==> config.mk <==
export PLATFORM = sky130hd
export DESIGN_NAME = game_flow_ctrl
export DESIGN_NICKNAME = d
export VERILOG_FILES = /design/src/rtl/game_flow_ctrl.sv
export SDC_FILE = /design/constraint.sdc
export NUM_CORES = 1
export LEC_CHECK = 0
export CAP_MARGIN = 20
export CORE_ASPECT_RATIO = 1.2
export CORE_MARGIN = 4
export CORE_UTILIZATION = 45
export CTS_CLUSTER_DIAMETER = 50
export CTS_CLUSTER_SIZE = 8
export DETAILED_ROUTE_END_ITERATION = 6
export GPL_TIMING_DRIVEN = 0
export SYNTH_ARGS = -nofsm -noshare
export SYNTH_HDL_FRONTEND = slang
export SYNTH_SLANG_ARGS = --single-unit
==> constraint.sdc <==
create_clock -name clk -period 5.6 [get_ports clk]
set_input_delay 1.12 -clock clk [delete_from_list [all_inputs] [get_ports clk]]
set_output_delay 1.12 -clock clk [all_outputs]
set_load 0.05 [all_outputs]
==> src/rtl/game_flow_ctrl.sv <==
// Rhythm-game top-level sequencer: debounces the three panel buttons, runs the
// song-select menu, and sequences start / play / result phases for the loader and judge.
module game_flow_ctrl #(
  parameter int NUM_SONGS       = 4,
  parameter int DEBOUNCE_CYCLES = 50000,
  parameter int RESULT_CYCLES   = 100000000
) (
  input  logic       clk,
  input  logic       rst,
  input  logic       red_button,
  input  logic       blue_button,
  input  logic       yellow_button,
  input  logic       finish,
  output logic [1:0] cursor,
  output logic [1:0] song_id,
  output logic       start,
  output logic       score_clr,
  output logic       playing,
  output logic       hit_red,
  output logic       hit_blue,
  output logic       abort,
  output logic [1:0] state
);

  localparam int DW = $clog2(DEBOUNCE_CYCLES);
  localparam int RW = $clog2(RESULT_CYCLES);
  localparam logic [DW-1:0] DB_LAST  = DW'(DEBOUNCE_CYCLES - 1);
  localparam logic [RW-1:0] RES_LAST = RW'(RESULT_CYCLES - 1);
  localparam logic [1:0]    CUR_LAST = 2'(NUM_SONGS - 1);

  typedef enum logic [1:0] {
    S_MENU   = 2'd0,
    S_START  = 2'd1,
    S_PLAY   = 2'd2,
    S_RESULT = 2'd3
  } state_e;

  logic [2:0] raw_btn;
  logic [2:0] press;

  assign raw_btn = {yellow_button, blue_button, red_button};

  // Per-button synchronizer + debouncer; press pulse fires on the rising edge of the debounced level.
  generate
    for (genvar gi = 0; gi < 3; gi++) begin : g_btn
      logic          sync1_q;
      logic          sync2_q;
      logic          db_q;
      logic          db_dly_q;
      logic          press_q;
      logic [DW-1:0] cnt_q;

      always_ff @(posedge clk) begin
        if (rst) begin
          sync1_q  <= 1'b0;
          sync2_q  <= 1'b0;
          db_q     <= 1'b0;
          db_dly_q <= 1'b0;
          press_q  <= 1'b0;
          cnt_q    <= '0;
        end else begin
          sync1_q  <= raw_btn[gi];
          sync2_q  <= sync1_q;
          db_dly_q <= db_q;
          press_q  <= db_q & ~db_dly_q;
          if (sync2_q == db_q) begin
            cnt_q <= '0;
          end else if (cnt_q == DB_LAST) begin
            db_q  <= sync2_q;
            cnt_q <= '0;
          end else begin
            cnt_q <= cnt_q + 1'b1;
          end
        end
      end

      assign press[gi] = press_q;
    end
  endgenerate

  logic p_red;
  logic p_blue;
  logic p_yel;

  assign p_red  = press[0];
  assign p_blue = press[1];
  assign p_yel  = press[2];

  state_e        state_q;
  logic [1:0]    cursor_q;
  logic [1:0]    song_q;
  logic          start_q;
  logic          clr_q;
  logic          playing_q;
  logic          abort_q;
  logic [RW-1:0] res_cnt_q;

  always_ff @(posedge clk) begin
    if (rst) begin
      state_q   <= S_MENU;
      cursor_q  <= 2'd0;
      song_q    <= 2'd0;
      start_q   <= 1'b0;
      clr_q     <= 1'b0;
      playing_q <= 1'b0;
      abort_q   <= 1'b0;
      res_cnt_q <= '0;
    end else begin
      start_q <= 1'b0;
      clr_q   <= 1'b0;
      abort_q <= 1'b0;
      case (state_q)
        S_MENU: begin
          if (p_yel) begin
            song_q  <= cursor_q;
            state_q <= S_START;
            start_q <= 1'b1;
            clr_q   <= 1'b1;
          end else if (p_red && !p_blue) begin
            cursor_q <= (cursor_q == 2'd0) ? CUR_LAST : cursor_q - 2'd1;
          end else if (p_blue && !p_red) begin
            cursor_q <= (cursor_q == CUR_LAST) ? 2'd0 : cursor_q + 2'd1;
          end
        end
        S_START: begin
          state_q   <= S_PLAY;
          playing_q <= 1'b1;
        end
        S_PLAY: begin
          // End of song wins over a simultaneous abort request.
          if (finish) begin
            state_q   <= S_RESULT;
            playing_q <= 1'b0;
            res_cnt_q <= '0;
          end else if (p_yel) begin
            state_q   <= S_MENU;
            playing_q <= 1'b0;
            abort_q   <= 1'b1;
          end
        end
        S_RESULT: begin
          if (p_yel || res_cnt_q == RES_LAST) begin
            state_q <= S_MENU;
          end else begin
            res_cnt_q <= res_cnt_q + 1'b1;
          end
        end
        default: state_q <= S_MENU;
      endcase
    end
  end

  assign state     = state_q;
  assign cursor    = cursor_q;
  assign song_id   = song_q;
  assign start     = start_q;
  assign score_clr = clr_q;
  assign playing   = playing_q;
  assign abort     = abort_q;
  assign hit_red   = p_red & playing_q;
  assign hit_blue  = p_blue & playing_q;

endmodule

Word-level counts from Yosys, hierarchy flattened
Cells that the tools add are included.
Widths: inputs -> output; s select.
{ "classes": {"addsub": 6, "bitwise_logic": 14, "reduce_logical": 23, "eq_ne": 16, "n_mux": 16} }
{ "op_table": {"columns": ["op", "count"], "rows": [
  ["$mux 27", 2],
  ["$pmux 27 s2", 1],
  ["$add 16x1->16 const B", 3],
  ["$eq 16x16->1 const B", 3],
  ["$add 27x1->27 const B", 1],
  ["$eq 27x27->1 const B", 1],
  ["$mux 2", 8],
  ["$reduce_or 3->1", 4],
  ["$reduce_and 2->1", 5],
  ["$not 1->1", 9],
  ["$reduce_and 3->1", 3],
  ["$ne 2x2->1 const B", 4],
  ["$pmux 2 s4", 1],
  ["$eq 2x2->1 const B", 3],
  ["$reduce_bool 2->1", 3],
  ["$and 1x1->1", 5],
  ["$logic_not 2->1", 2],
  ["$eq 1x1->1", 3],
  ["$mux 1", 3],
  ["$ne 3x3->1 const B", 1],
  ["$add 2x1->2 const B", 1],
  ["$eq 2x1->1 const B", 1],
  ["$logic_and 1x1->1", 2],
  ["$logic_not 1->1", 2],
  ["other kinds (4)", 4]
]} }
{ "word_totals": {"regBits": 99, "out_inout_bits": 12} }

Logic depth before layout (Yosys ltp)
Gate-level depths: netlist (run 1).
{ "depth": {"ltp_word": 4, "ltp_mapped": 9, "depth_no_buf": 6} }

Worst setup path after synthesis (run 1)
No wires, ideal clock.
{ "synth_path": {"path_type": "reg2out", "from": "register playing_q (netlist: playing)", "to": "output hit_blue", "n_path_buf": 0, "t_arrival_ns": 1.139, "path_slack_ns": 3.341, "path_stages_with_launch": 2, "cell_sequence": "dfxtp_1 -> and2_1"} }
{ "synth_between": {"elab_chain_cells": 1} }
{ "synth_rtl": {"columns": ["element", "line", "source"], "rows": [
  ["start: declaration", "94", "logic playing_q;"],
  ["start signal: assignment", "105", "playing_q <= 1'b0;"],
  ["start signal: assignment", "127", "playing_q <= 1'b1;"],
  ["start signal: assignment", "133", "playing_q <= 1'b0;"],
  ["$and 1x1->1", "161", "assign hit_blue = p_blue & playing_q;"],
  ["end: declaration", "20", "output logic hit_blue,"]
]} }
No other way between the ends.

==> impl_metrics.yaml, run 1 <==
timing:
  tightestPinTransition_ps: 693
  finClkSkew_ps: 8.54
  rsz0062_at_grt: "no"
  finalCriticalPeriod_ps: 3090
  slew_violations: 0
  min_period_over_period: 0.551
  hold_viol_final: 0
  setup_viol: 0
  slew_headroom: 0.534
  setup-tns-final_ps: 0
  fmax_ghz: 0.324
  postLayoutSetupSlackWorst_ps: 2510
status:
  status: "finished clean"
logic_synthesis:
  synth_mux_area_frac: 0.0217
  netlist_instances: 525
  seq_area_frac_synth: 0.429
  async_flop_share: 0
  synth-xor-area-share: 0.0854
  synth_common_cells: "dfxtp_1, nor2_1, nand2_1"
  yosys-top-cells-area: "dfxtp_1, nor2_1, xnor2_1, nand2_1, xor2_1"
  avgSynthCellArea_um2: 8.79
  synth_top_area_cell: "dfxtp_1"
  synth_nets: 538
  synth_ff_type: "dfxtp_1"
  synth_top_area_share: 0.429
  synth_edf_count: 0
  yosysMostFrequentCell: "dfxtp_1"
  yosys.area_share.simple: 0.282
  synth_cell_types: 59
  ys_ff_latch: 99
  synth_top_family_by_area: "simple AND/OR/NAND/NOR gates"
  ys_warn_count: 0
  synth_compound_area_frac: 0.116
  netlist_area_mm2: 0.00462
  synth_adder_area_share: 0.0190
layout:
  area_growth_syn_to_layout_pct: 13.6
  num-fill-cells: 945
  drive_above_1_share: 0.0735
  fin_nets: 566
  num_antenna_cells: 0
grt:
  overflow: 0
  grt.total_usage: 0.178
  grt_max_degree: 18
  antenna_found_initial: 1
  grt_pass1_vias: 3608
  grt_pass1_wl_mm: 17.4
route:
  drt_iter0_drc: 234
  drt_first_pass_iters: 5
  ant_nets: 0
  via_per_inst: 5.54
  drc: 0
  vias: 3787
  wl_per_cell_um: 14.6
  wl_mm: 9.98
clocking:
  path_clk_slew_ps: 70
  cts_tree: "yes"
  cts_buffers: 9
  clkLatencyLatePin_ps: 350
  clkSinkCount: 99
  clock_path_buffers: 2
  post_cts_buffers: 0
  ctsResizeCount: 0
  cts-root-buf: "clkbuf_16"
  htreeDepth: 3
  hold_buffers: 0
pwr:
  internal-power_mw: 1.07
  combPwrFrac: 0.018
  seqPwrFrac: 0.519
  p_leak_nw: 1.71
  swShare: 0.218
  p_per_area_mw_per_mm2: 260
  switching_power_uw: 297
  clockPowerShare: 0.463
  peakVddDrop_mv: 0.126
floorplanning:
  placementRows: 40
  die_h_um: 119
  dieArea_mm2: 0.0119
  core_mm2: 0.0100
  start_util: 0.461
  ios: 18
  die_x_um: 100
worst_hold_path:
  min-delay-start: "g_btn[2].db_dly_q$_SDFF_PP0_"
  hold_class: "reg -> reg"
  holdPathStages: 1
  hold_end: "g_btn[2].press_q$_SDFF_PP0_"
worst_setup_path:
  startpoint: "rst"
  cp_slowest_cell: "clkdlybuf4s50_1"
  endpoint_kind: "flop"
  startpoint_type: "input pin"
  path_buf_inv: 3
  path_class: "in -> reg"
  slowest_delay_ps: 660
  path_cells: "clkdlybuf4s50_1 -> clkinv_1 -> nand2_1 -> clkbuf_1 -> nor2_1 -> a31o_1"
  rr_startpoint: "state[1]$_SDFFE_PP0P_"
  critPathRequiredTime_ps: 5840
  r2r-end: "res_cnt_q[8]$_SDFFE_PP0P_"
  crit_fanout: 10
  cp_top_family: "buffers and inverters"
  worstPathArrival_ps: 3330
  r2r_slack_ps: 3380
  worst_r2r_path_depth: 6
placed_design:
  place_ws_ps: 2150
  hpwl_mm: 6.99
  numPortBuffers: 17
  gp_congestion: 0.857
run:
  max_cap_viol_count: 0
## layer usage
| metal | vias up | global-route usage | part of all wire |
|---|---|---|---|
| met5 | - | 0 | 0.0034 |
| met4 | 2 | 0.0725 | 0.024 |
| met3 | 22 | 0.0445 | 0.051 |
| met1 | 1766 | 0.249 | 0.49 |
| li1 | 1913 | - | - |
| met2 | 84 | 0.262 | 0.44 |
## stage by stage
| stage | total power [mW] | utilization | hold WS [ps] | area [um2] | instances |
|---|---|---|---|---|---|
| global placement | 0.749 | 0.494 | 372 | 4940 | 668 |
| CTS | 1.38 | 0.524 | 389 | 5240 | 684 |
| finish | 1.36 | 0.524 | 387 | 5240 | 684 |
| floorplan | 0.738 | - | 367 | 4620 | 525 |
| detailed placement | 0.749 | 0.494 | 374 | 4940 | 668 |
| global route | 1.41 | 0.524 | 407 | 5240 | 684 |
## sequential cells by signal (all words and copies together), names as in the netlist
signal          count
g_btn.cnt_q        48
res_cnt_q          27
g_btn.db_dly_q      3
g_btn.db_q          3
g_btn.press_q       3
g_btn.sync1_q       3
g_btn.sync2_q       3
cursor              2
song_id             2
state               2
abort               1
playing             1
score_clr           1
## cell usage in the layout (no fill, tap or decap), types with 4 or more instances in the layout
cell type and count:
buf_2 5, nor3_1 6, a21oi_1 15, mux2i_1 10, o2111ai_1 9, nor2_1 71, o21ai_0 7, clkdlybuf4s50_1 17
nand4_1 18, clkbuf_16 9, nor2b_1 14, and4_1 5, nand2_1 53, nand3_1 24, xor2_1 17, dfxtp_1 99
a31oi_1 6, a2111o_1 9, inv_1 17, a21oi_2 4, nor4_1 6, and2_1 5, or3_1 14, and3_1 13
clkbuf_1 14, ha_1 7, xnor2_1 28
## power by group through the flow
stage	registers (mW)	logic, mW	clock network, mW
6_report	0.708	0.0248	0.632
3_3_place_gp	0.724	0.0248	0
5_1_grt	0.707	0.0280	0.672
3_5_place_dp	0.724	0.0251	0
4_1_cts	0.707	0.0253	0.652
2_1_floorplan	0.724	0.0142	0
## cell families (layout without fill, tap and decap cells)
group / count (synthesis) / count (layout)
buffers and inverters: 44 / 77
adder cells (fa/ha/maj): 7 / 7
flip-flops: 99 / 99
AO/OA/AOI/OAI: 70 / 70
XOR/XNOR: 45 / 45
AND/OR/NAND/NOR: 250 / 250
multiplexers: 10 / 10
## worst max path at each step
stage	slack (ps)	end	cells after the start
final	2510	res_cnt_q[2]$_SDFFE_PP0P_	6
after global routing	2330	res_cnt_q[2]$_SDFFE_PP0P_	6
after CTS	2510	res_cnt_q[2]$_SDFFE_PP0P_	6
after detailed placement	2150	res_cnt_q[2]$_SDFFE_PP0P_	6
after global placement	2150	res_cnt_q[2]$_SDFFE_PP0P_	6
after floorplan	3340	hit_blue	1
## layout make-up
class	count	area, um2	area share
Multi-Input combinational cell	382	2420	0.461
Buffer	26	146	0.0279
Timing Repair Buffer	17	170	0.0325
Tap cell	126	158	0.0301
Sequential cell	99	1980	0.378
Clock inverter	6	71.3	0.0136
Clock buffer	10	229	0.0437
Inverter	18	67.6	0.0129
## worst reg2reg max path, stage by stage (launching register included)
cell and delay, ps:
dfxtp_1 370, clkbuf_1 310, nand2_1 210, a211o_1 330
buf_6 150, a2111oi_0 540, mux2i_1 240
(Power assumes the default switching activity.)
==> run 2: changes to the inputs <==
Clock period 5.6 ns to 3.2 ns, I/O delays scaled along.
==> results of run 2 <==
The final DEF is identical to that of run 1. Status: finished clean.
Main changes from that run: setup slack after placement 2150 ps -> 226 ps; setup slack after layout 2510 ps -> 594 ps; register-to-register setup slack 3380 ps -> 980 ps; total power 1.36 mW -> 2.39 mW; worst IR drop on VDD 0.126 mV -> 0.221 mV
